`config.mk`:
```
export PLATFORM = sky130hd
export DESIGN_NAME = ack_bus_requester
export DESIGN_NICKNAME = d
export VERILOG_FILES = /design/src/rtl/ack_bus_requester.sv
export SDC_FILE = /design/constraint.sdc
export NUM_CORES = 1
export LEC_CHECK = 0
export BUFFER_PORTS_ARGS = -buffer_cell sky130_fd_sc_hd__buf_2
export CORE_AREA = 2 2 46 48
export CTS_CLUSTER_DIAMETER = 80
export DETAILED_ROUTE_END_ITERATION = 7
export DIE_AREA = 0 0 48 50
export HOLD_SLACK_MARGIN = 0.1
export PLACE_DENSITY = 0.8
export SKIP_LAST_GASP = 1
export SYNTH_ARGS = -nofsm -noshare
export SYNTH_HDL_FRONTEND = slang
export SYNTH_SLANG_ARGS = --single-unit
```
`constraint.sdc`:
```
create_clock -name clk -period 3.4 [get_ports clk]
set_clock_uncertainty 0.15 [all_clocks]
set_input_delay 0.34 -clock clk [delete_from_list [all_inputs] [get_ports clk]]
set_output_delay 0.34 -clock clk [all_outputs]
set_load 0.02 [all_outputs]
```
`src/rtl/ack_bus_requester.sv`:
```
// Per-source ACK bus initiator: queues core completion events, requests the bus
// until each one is granted, and flags overflow, grant timeouts and bad grants.
module ack_bus_requester #(
  parameter logic [1:0]  SOURCE_ID = 2'b01,
  parameter int unsigned PEND_W    = 3,
  parameter int unsigned TIMEOUT   = 64
) (
  input  logic              clk,
  input  logic              rst_n,
  input  logic              done_pulse,
  input  logic              ack_ready,
  input  logic              ack_event,
  input  logic [1:0]        winner_source_id,
  input  logic              clr_err,
  output logic              req,
  output logic              grant_pulse,
  output logic [PEND_W-1:0] pending_cnt,
  output logic              busy,
  output logic              overflow,
  output logic              timeout_err,
  output logic              proto_err
);

  localparam int unsigned       TO_W    = (TIMEOUT < 1) ? 1 : $clog2(TIMEOUT + 1);
  localparam logic [PEND_W-1:0] CNT_MAX = '1;
  localparam logic [TO_W-1:0]   TO_LIM  = TO_W'(TIMEOUT);
  localparam logic [TO_W-1:0]   TO_LAST = TO_W'((TIMEOUT == 0) ? 32'd0 : TIMEOUT - 1);

  typedef enum logic [1:0] {IDLE, REQ, HOLD} state_t;

  state_t            state;
  logic [TO_W-1:0]   to_cnt;
  logic              grant;
  logic              bad_ack;
  logic              cnt_sat;
  logic              to_hit;
  logic [PEND_W-1:0] cnt_next;

  always_comb begin
    grant    = (state == REQ) & ack_ready & ack_event & (winner_source_id == SOURCE_ID);
    bad_ack  = ack_ready & ~grant;
    cnt_sat  = done_pulse & ~grant & (pending_cnt == CNT_MAX);
    to_hit   = (TIMEOUT != 0) && (state == REQ) && !grant && (to_cnt == TO_LAST);
    cnt_next = pending_cnt;
    if (done_pulse && !grant && !cnt_sat)
      cnt_next = pending_cnt + 1'b1;
    else if (grant && !done_pulse)
      cnt_next = pending_cnt - 1'b1;
  end

  assign busy = (pending_cnt != '0) || (state != IDLE);

  always_ff @(posedge clk or negedge rst_n) begin
    if (!rst_n) begin
      state       <= IDLE;
      req         <= 1'b0;
      grant_pulse <= 1'b0;
      pending_cnt <= '0;
      to_cnt      <= '0;
      overflow    <= 1'b0;
      timeout_err <= 1'b0;
      proto_err   <= 1'b0;
    end else begin
      pending_cnt <= cnt_next;
      grant_pulse <= grant;
      // A set condition coincident with clr_err keeps the flag set.
      overflow    <= cnt_sat | (overflow & ~clr_err);
      timeout_err <= to_hit  | (timeout_err & ~clr_err);
      proto_err   <= bad_ack | (proto_err & ~clr_err);
      case (state)
        IDLE: begin
          if (done_pulse || (pending_cnt != '0)) begin
            state  <= REQ;
            req    <= 1'b1;
            to_cnt <= '0;
          end
        end
        REQ: begin
          if (grant) begin
            state  <= HOLD;
            req    <= 1'b0;
            to_cnt <= '0;
          end else if (to_cnt != TO_LIM) begin
            to_cnt <= to_cnt + 1'b1;
          end
        end
        HOLD: begin
          // One dead cycle lets a higher-ID source win the wired-AND bus.
          if (cnt_next != '0) begin
            state  <= REQ;
            req    <= 1'b1;
            to_cnt <= '0;
          end else begin
            state <= IDLE;
          end
        end
        default: begin
          state <= IDLE;
          req   <= 1'b0;
        end
      endcase
    end
  end

endmodule

```
==> metrics.md <==
| Metric | Value |
|---|---|
| Leak | 0.575 nW |
| Slew HR | 67.2% |
| Critical-path top delay cell | or4b_2 |
| Worst path depth | 4 |
| RSZ-0062 raised after global routing | false |
| CTS root buf | clkbuf_4 |
| Mapped Nets | 114 |
| Clock slew seen by the registers of the worst setup and hold paths | 0.10 ns |
| # Max-Cap Violations | 0 |
| CP Max Fanout | 4 |
| Via density | 5.80 |
| Critical Path End Type | output pin |
| Kind of critical path | flip-flop to output pin |
| Clk buf depth | 2 |
| Register area share after synthesis | 41.6% |
| Met3 global-route usage | 3.30% |
| Cells after Synth | 100 |
| Layout fillers | 160 |
| Fin crit period | 2.34 ns |
| Die area | 0.00240 sq mm |
| Final HPWL DP | 1540 microns |
| 1st-pass router iterations | 4 |
| Crit. Startpoint | pending_cnt[0]$_DFF_PN0_ |
| Layer with the highest usage | met2 |
| Final Hold Viols | 0 |
| Commonest non-fill, non-tap cell in the layout | dfrtp_1 |
| Arrival time worst endpoint | 1.85 ns |
| Core ar. | 0.00190 sq mm |
| Inserted Clock Buffers | 3 |
| Max Freq | ~0.43 GHz |
| Congestion Overflow GR | 0 |
| VDD IR max | ~0.57 mV |
| Most frequent cells in the layout | dfrtp_1, buf_2, inv_1, a21oi_1 |
| Rows | 16 |
| Final setup TNS | 0 ns |
| Post-DRT Antenna Nets | 0 |
| Crit path capture | busy |
| GPL Wtd Cong | around 0.86 |
| Final wirelength | 2100 microns |
| Final hold slack | 0.163 ns |
| Crit path cell chain | inv_1, ha_1, or4b_2, buf_2 |
| Clk_lat worst skew | roughly 0.29 ns |
| Finished Layout Cells | 146 |
| Syn. warnings | 0 |
| Inserted Diodes | 0 |
| CP required | slightly below 3 ns |
| Antenna violations before repair | 0 |
| Crit path launch type | flip-flop |
| DRC | 0 |
| Share of cells above drive strength 1 | 25.2% |
| FF-to-FF Start | pending_cnt[1]$_DFF_PN0_ |
| Die H | ~50 microns |
| First-pass GRT wire length | ~3400 microns |
| PD cells | 767 mW/mm^2 |
| Run status | complete, no violations |
| Top delay family on crit path | simple AND/OR/NAND/NOR gates |
| FF-to-FF End | req$_DFFE_PN0P_ |
| Crit path buffers/inverters | 2 |
| Met2 usage in global routing | 30.2% |
| Layout area overhead | 12.5% |
| Class of the worst hold path | primary input to flip-flop |
| Crit share post-route | between 60% and 70% |
| Initial Util | 53.8% |
| Vias in the first global route | 791 |
| PortBufs | 16 |
| Routed length per placed instance | 14.4 microns |
| R2R depth | 7 |
| Synth Cell Area | 0.00102 sq mm |
| Worst path max stage delay | between 0.6 and 0.7 ns |
| Post-CTS setup buffers | 0 |
| Worst-Margin Slew | around 0.49 ns |
| Ports | 17 |
| Syn_area_per_cell | 10.2 sq um |
| CTS sink cnt | 17 |
| Final setup violation count | 0 |
| H-tree depth | 1 |
| GRT Total Usage | 20.1% |
| #FFs+latches synth | 17 |
| CTS tree | built |
| Slew Viols, Final | 0 |
| Detailed Route Iter0 Violations | 12 |
| Vias | 847 |
| Synth unique cells | 40 |
| Nets | 134 |
| Final Core Density | about three fifths |
| Placed cell count | 141 |
| R2R setup slack | ~1.3 ns |
| Die width | 48 microns |
| M1 GR Usage | around 29% |
| Largest net degree at the start of global routing | 18 |
## flip-flops by register name, indices dropped and copies added (netlist names)
| name | count |
|---|---|
| timeout_err | 1 |
| grant_pulse | 1 |
| state | 2 |
| proto_err | 1 |
| overflow | 1 |
| to_cnt | 7 |
| req | 1 |
| pending_cnt | 3 |
## cell families after synthesis
family | Yosys count | share of synthesized area [%]
compound gates | 34 | 24.1
simple gates | 28 | 17.5
flops | 17 | 41.6
buf+inv | 11 | 5.50
fa+ha+maj | 6 | 7.33
mux | 3 | 3.18
xor+xnor | 1 | 0.856
## layer usage
metal  vias to the layer above  wire [microns]
met5                         -               0
met2                        28             969
met4                         0              25
met3                         4              90
li1                        415               -
met1                       400            1010
## synth_stat cells
cell type | count | area share (%)
a31oi_1 | 4 | 2.4
a32o_1 | 1 | 0.98
o21ai_1 | 1 | 0.49
nor4b_2 | 1 | 1.5
or4b_2 | 1 | 0.98
o211ai_1 | 2 | 1.5
inv_2 | 1 | 0.37
and4b_4 | 1 | 1.3
and3_1 | 3 | 1.8
o21a_1 | 3 | 2.2
nor4b_1 | 1 | 0.86
nand2b_1 | 1 | 0.61
o211ai_2 | 1 | 1.2
nand2_4 | 1 | 1.1
o2bb2ai_1 | 1 | 0.86
nor2_1 | 6 | 2.2
a22o_2 | 1 | 0.98
nand4b_1 | 1 | 0.86
a21oi_1 | 8 | 3.9
o2111ai_1 | 1 | 0.86
dfrtp_1 | 17 | 42
nor2b_1 | 2 | 1.2
nor2b_2 | 1 | 0.86
inv_1 | 8 | 2.9
nor3_1 | 1 | 0.49
buf_6 | 2 | 2.2
mux2i_1 | 1 | 0.98
o311ai_0 | 1 | 0.86
mux2_2 | 2 | 2.2
a311o_1 | 1 | 0.98
nand2_1 | 4 | 1.5
ha_1 | 6 | 7.3
o21ai_2 | 1 | 0.86
o211a_1 | 3 | 2.9
nand3_1 | 2 | 0.98
a211oi_1 | 1 | 0.73
xnor2_1 | 1 | 0.86
a22o_1 | 1 | 0.86
or3_1 | 2 | 1.2
o21ai_0 | 3 | 1.5
## how the worst min path moves through the flow
stage / start / slack [ns] / depth (start not counted) / to
finish: ack_ready / 0.16 / 2 / proto_err$_DFF_PN0_
global route: ack_ready / 0.15 / 2 / proto_err$_DFF_PN0_
CTS: ack_ready / 0.16 / 2 / proto_err$_DFF_PN0_
detailed placement: rst_n / 0.13 / 1 / proto_err$_DFF_PN0_
global placement: rst_n / 0.13 / 1 / timeout_err$_DFF_PN0_
floorplan: rst_n / -0.11 / 0 / grant_pulse$_DFF_PN0_
## worst reg2reg max path, stage by stage (launching register included)
cell	delay, ns
dfrtp_1	0.44
ha_1	0.20
ha_1	0.23
nor2b_1	0.12
o21ai_1	0.10
mux2_2	0.26
o211ai_2	0.20
a22o_2	0.32
## final cells by class
cell class	instances	area (sq um)	area share, %
tap	27	33.8	2.93
sequential	17	425	37.0
timing repair buffer	17	90.1	7.83
clock buffer	4	26.3	2.28
inverter	9	33.8	2.93
multi-input combinational	72	542	47.1
## metrics by stage
stage	instance area (sq um)	setup slack [ns]	power (mW)
after floorplan	1020	1.38	0.665
after global placement	1110	1.32	0.754
after detailed placement	1110	1.28	0.767
after CTS	1150	1.07	0.881
after global routing	1150	1.00	0.959
final	1150	1.06	0.882
## what timing repair did
action,4_1_cts,5_1_grt
hold buffers,1,0
endpoints found under the hold margin,17,0
resized for setup,0,0
## power breakdown
part | leakage (nW) | internal [mW] | switching [mW]
Sequential | 0.214 | 0.266 | 0.0672
Clock | 0.0150 | 0.0456 | 0.0637
Combinational | 0.346 | 0.181 | 0.260
Note: power is estimated with default switching activity, not from simulation.
